## src/rtl/text_console_writer.sv

```systemverilog
// Character-cell writer for the text-mode video RAM: cursor, CR/LF/BS and scroll-up.
// Optional CLEAR_SCREEN_EN: byte 0x0C blanks every visible cell and homes the cursor.
module text_console_writer #(
    parameter int COLS = 70,
    parameter int ROWS = 30
) (
    input  logic        clk,
    input  logic        reset,
    input  logic        char_valid,
    input  logic [7:0]  char_data,
    output logic        char_ready,
    output logic        vram_we,
    output logic [11:0] vram_waddr,
    output logic [7:0]  vram_wdata,
    output logic [11:0] vram_raddr,
    input  logic [7:0]  vram_rdata,
    output logic [4:0]  cursor_row,
    output logic [6:0]  cursor_col
);
    localparam logic [6:0] COL_LAST = 7'(COLS - 1);
    localparam logic [4:0] ROW_LAST = 5'(ROWS - 1);
    localparam logic [4:0] ROW_PEN  = 5'(ROWS - 2);
    localparam logic [7:0] SPACE    = 8'h20;

    typedef enum logic [2:0] {
        IDLE,
        PUT,
        SCR_RD,
        SCR_WR,
        CLR
`ifdef CLEAR_SCREEN_EN
        , FF_CLR
`endif
    } state_t;

    state_t     state, state_n;
    logic [4:0] row, row_n, r, r_n;
    logic [6:0] col, col_n, c, c_n;
    logic [7:0] data, data_n;
    logic       advance, advance_n;
    logic       accept;

    assign cursor_row = row;
    assign cursor_col = col;

    always_ff @(posedge clk) begin
        if (reset) begin
            state   <= IDLE;
            row     <= '0;
            col     <= '0;
            data    <= '0;
            advance <= 1'b0;
            r       <= '0;
            c       <= '0;
        end else begin
            state   <= state_n;
            row     <= row_n;
            col     <= col_n;
            data    <= data_n;
            advance <= advance_n;
            r       <= r_n;
            c       <= c_n;
        end
    end

    always_comb begin
        state_n    = state;
        row_n      = row;
        col_n      = col;
        data_n     = data;
        advance_n  = advance;
        r_n        = r;
        c_n        = c;
        vram_we    = 1'b0;
        vram_waddr = '0;
        vram_wdata = '0;
        vram_raddr = '0;
        char_ready = (state == IDLE) && !reset;
        accept     = char_valid && char_ready;

        case (state)
            IDLE: begin
                r_n = '0;
                c_n = '0;
                if (accept) begin
                    if (char_data >= 8'h20 && char_data <= 8'h7E) begin
                        data_n    = char_data;
                        advance_n = 1'b1;
                        state_n   = PUT;
                    end else if (char_data == 8'h0D) begin
                        col_n = '0;
                    end else if (char_data == 8'h0A) begin
                        col_n = '0;
                        if (row == ROW_LAST) state_n = SCR_RD;
                        else                 row_n   = row + 5'd1;
                    end else if (char_data == 8'h08) begin
                        // Backspace moves first, then PUT blanks the new cell without advancing.
                        if (col != '0) begin
                            col_n     = col - 7'd1;
                            data_n    = SPACE;
                            advance_n = 1'b0;
                            state_n   = PUT;
                        end else if (row != '0) begin
                            row_n     = row - 5'd1;
                            col_n     = COL_LAST;
                            data_n    = SPACE;
                            advance_n = 1'b0;
                            state_n   = PUT;
                        end
                    end
`ifdef CLEAR_SCREEN_EN
                    else if (char_data == 8'h0C) begin
                        state_n = FF_CLR;
                    end
`endif
                end
            end
            PUT: begin
                vram_we    = 1'b1;
                vram_waddr = {row, col};
                vram_wdata = data;
                r_n        = '0;
                c_n        = '0;
                state_n    = IDLE;
                if (advance) begin
                    if (col == COL_LAST) begin
                        col_n = '0;
                        if (row == ROW_LAST) state_n = SCR_RD;
                        else                 row_n   = row + 5'd1;
                    end else begin
                        col_n = col + 7'd1;
                    end
                end
            end
            SCR_RD: begin
                vram_raddr = {r + 5'd1, c};
                state_n    = SCR_WR;
            end
            SCR_WR: begin
                // RAM read is registered, so the cell fetched in SCR_RD arrives now.
                vram_we    = 1'b1;
                vram_waddr = {r, c};
                vram_wdata = vram_rdata;
                state_n    = SCR_RD;
                if (c == COL_LAST) begin
                    c_n = '0;
                    if (r == ROW_PEN) state_n = CLR;
                    else              r_n     = r + 5'd1;
                end else begin
                    c_n = c + 7'd1;
                end
            end
            CLR: begin
                vram_we    = 1'b1;
                vram_waddr = {ROW_LAST, c};
                vram_wdata = SPACE;
                if (c == COL_LAST) begin
                    c_n     = '0;
                    row_n   = ROW_LAST;
                    col_n   = '0;
                    state_n = IDLE;
                end else begin
                    c_n = c + 7'd1;
                end
            end
`ifdef CLEAR_SCREEN_EN
            FF_CLR: begin
                vram_we    = 1'b1;
                vram_waddr = {r, c};
                vram_wdata = SPACE;
                if (c == COL_LAST) begin
                    c_n = '0;
                    if (r == ROW_LAST) begin
                        r_n     = '0;
                        row_n   = '0;
                        col_n   = '0;
                        state_n = IDLE;
                    end else begin
                        r_n = r + 5'd1;
                    end
                end else begin
                    c_n = c + 7'd1;
                end
            end
`endif
            default: state_n = IDLE;
        endcase
    end
endmodule

```

## config.mk

```make
export PLATFORM = sky130hd
export DESIGN_NAME = text_console_writer
export DESIGN_NICKNAME = d
export VERILOG_FILES = /design/src/rtl/text_console_writer.sv
export SDC_FILE = /design/constraint.sdc
export NUM_CORES = 1
export LEC_CHECK = 0
export CORE_AREA = 8 8 108 110
export CTS_CLUSTER_DIAMETER = 50
export CTS_CLUSTER_SIZE = 40
export DETAILED_ROUTE_END_ITERATION = 6
export DIE_AREA = 0 0 116 118
export PLACE_DENSITY = 0.51
export REMOVE_ABC_BUFFERS = 1
export SETUP_SLACK_MARGIN = 0.2
export SLEW_MARGIN = 0
export SYNTH_ARGS = -nofsm -noshare
export SYNTH_HDL_FRONTEND = slang
export SYNTH_SLANG_ARGS = --single-unit
```

## constraint.sdc

```tcl
create_clock -name clk -period 3.6 [get_ports clk]
set_input_delay 0.36 -clock clk [delete_from_list [all_inputs] [get_ports clk]]
set_output_delay 0.36 -clock clk [all_outputs]
set_load 0.02 [all_outputs]
```

==> run_results.csv <==
group,metric,value,unit
detailed_routing,finalWirelength,9921,um
clock_tree,clkLatencyLatePin,300,ps
power,power.share.clock,35.6,%
grt,grt_util_met3,2.514,%
timing,fin_crit,3061,ps
floorplan,core_region_area,10000,um2
clock_tree,cts_tree,"built",
clock_tree,cts.hold.buffers_added,0,
finish,drive_gt1_share,8.889,%
finish,final_common_cell,"clkdlybuf4s50_1",
grt,grt_util_met1,18.59,%
finish,final_area,3882,um2
clock_tree,root_buffer,"clkbuf_8",
floorplan,num_rows,37,
finish,area_growth,27.91,%
critical_path,cp-end-kind,"primary output",
grt,grt_max_degree,37,
timing,timing.setup.tns,0,ps
job,maxCapViolations,0,
floorplan,pin_count,65,
timing,drv_slew,0,
detailed_routing,ant_nets,0,
timing,timing.final.crit_share,85.01,%
finish,layout_common_cells,"clkdlybuf4s50_1 (64), o21ai_0 (37), dfxtp_1 (36)",
power,sequentialPowerShare,45.4,%
logic_synthesis,synth_seq_area_share,23.74,%
critical_path,setup.worst_path.class,"reg2out",
detailed_routing,drt_iter0_drc,222,
worst_hold_path,hp-class,"reg2reg",
clock_tree,h-tree-depth,2,
placed_design,globalplace.congestion,0.9060,
placed_design,dp_hpwl,7318,um
clock_tree,cts.sinks,36,
detailed_routing,dr.pass1.iters,4,
detailed_routing,vias,3206,
floorplan,dieArea,13690,um2
worst_hold_path,min_from,"data[0]",
power,net-switching-power,271.1,uW
clock_tree,cts_setup_buffers,0,
critical_path,required,3240,ps
critical_path,rr_startpoint,"state[2]",
clock_tree,cts_made_buffers,5,
grt,use_met2,23.72,%
power,combPwrFrac,19.0,%
power,p_leak,0.001265,uW
floorplan,start_util,30.36,%
critical_path,cp_max_fo,22,
critical_path,crit_start,"state[2]",
logic_synthesis,synth_warnings,0,
logic_synthesis,synth_edf_count,0,
logic_synthesis,netlist_instances,397,
power,powerDensity,237.6,nW/um2
floorplan,die_h,118,um
logic_synthesis,syn_area,3035,um2
grt,grtUsageTotal,14.49,%
critical_path,crit_slowest_cell,"dfxtp_1",
clock_tree,cts-resized-gates,0,
timing,fmax,0.3267,GHz
clock_tree,path_clk_slew,80,ps
critical_path,worst-path-buf-inv,1,
timing,slew-limit-headroom,46.43,%
timing,setup_viol,0,
logic_synthesis,synth_seq_cells,36,
grt,grt_overflow,0,
timing,tightestPinTransition,802.5,ps
status,status,"finished clean",
critical_path,cpPeakStageDelay,850,ps
placed_design,place_area,3786,um2
critical_path,crit_family,"flip-flops",
timing,finClkSkew,9.263,ps
critical_path,cp-start-kind,"flop",
grt,grt_pass1_wl,16220,um
power,swShare,29.39,%
floorplan,die_w,116,um
clock_tree,clock_path_buffers,2,
critical_path,arrival,2700,ps
logic_synthesis,ys_async_sr_fraction,0,%
finish,fin_nets,481,
logic_synthesis,synth.distinct_cells,70,
power,vdd.ir_drop.worst,0.1236,mV
timing,fin_ws,539.5,ps
placed_design,pre_cts_ws,758.1,ps
grt,top_usage_layer,"met2",
logic_synthesis,synth_area_per_cell,7.646,um2
detailed_routing,drc,0,
placed_design,io_buffer_count,64,
detailed_routing,vias_per_cell,5.471,
finish,n_antenna_cell,0,
timing,final-hold-violation-count,0,
grt,antenna_found_initial,0,
logic_synthesis,ys.flop_type,"dfxtp_1",
grt,grt_pass1_vias,3171,
power,intPower,651.5,uW
critical_path,path_cells,"nor3b_1 > nand2_1 > o21ai_0 > clkdlybuf4s50_1",
timing,rsz0062_at_grt,"no",
detailed_routing,wl_per_cell,16.93,um
worst paths after layout:
check | end | slack (ps) | cells past startpoint
hold / removal | data[0] | 480 | 2
setup / recovery | vram_waddr[6] | 540 | 4
hold reg to reg | data[0] | 480 | 2
setup reg to reg | cursor_row[0] | 910 | 6
sequential cells by signal, indices dropped and copies added (netlist names):
signal      count
data            8
r               5
advance         1
state           3
c               7
cursor_row      5
cursor_col      7
cell usage after synthesis, drive strengths merged, types with 7 or more instances:
cell,n,area (um2)
o21ai,38,190.2
dfxtp,36,720.7
nor2,36,140.1
a21oi,31,158.9
nand2,28,105.1
mux2i,20,200.2
inv,19,71.32
clkbuf,13,48.80
buf,12,63.81
ha,12,150.1
and3,11,68.82
nand3,11,55.05
nor3,11,60.06
a31oi,10,62.56
or3,10,67.56
a211oi,7,57.55
xnor2,7,61.31
cell families after synthesis:
group	share of synthesized area (%)
compound gates	28.32
xor+xnor	2.020
simple gates	27.95
fa+ha+maj	4.946
flops	23.74
mux	6.966
buf+inv	6.059
routing by layer:
metal | up-vias | wire, um
met4 | 0 | 155
met3 | 8 | 456
met2 | 81 | 4728
met1 | 1523 | 4580
li1 | 1594 | -
met5 | - | 0
area by class of cell:
type	instances	area [um2]
inverters	19	71.32
repair buffers	71	693.2
clock buffers	7	96.34
fillers	1069	6117
well taps	136	170.2
flip-flops and latches	36	720.7
multi-input cells	317	2131
worst reg2reg max path, stage by stage, from the launching register on:
cell	delay, ps
dfxtp_1	850
nor3b_2	110
buf_4	200
o21ai_1	360
a21boi_0	570
and3_1	350
a221oi_1	120
power by group through the flow:
stage	clock, uW	sequential (uW)	combinational (uW)
floorplan	0	427	97.5
global placement	0	428	175
detailed placement	0	428	175
CTS	334	419	176
global route	352	421	192
finish	328	419	175
metrics by stage:
stage	instances	util, %	hold slack, ps	total power [uW]
6_report	586	38.83	482.0	922.6
5_1_grt	586	38.83	495.9	964.6
4_1_cts	586	38.83	481.8	929.0
3_5_place_dp	579	37.86	465.4	603.1
3_3_place_gp	579	37.86	465.7	602.7
2_1_floorplan	372	-	426.2	525.0
Note: power is estimated with default switching activity, not from simulation.
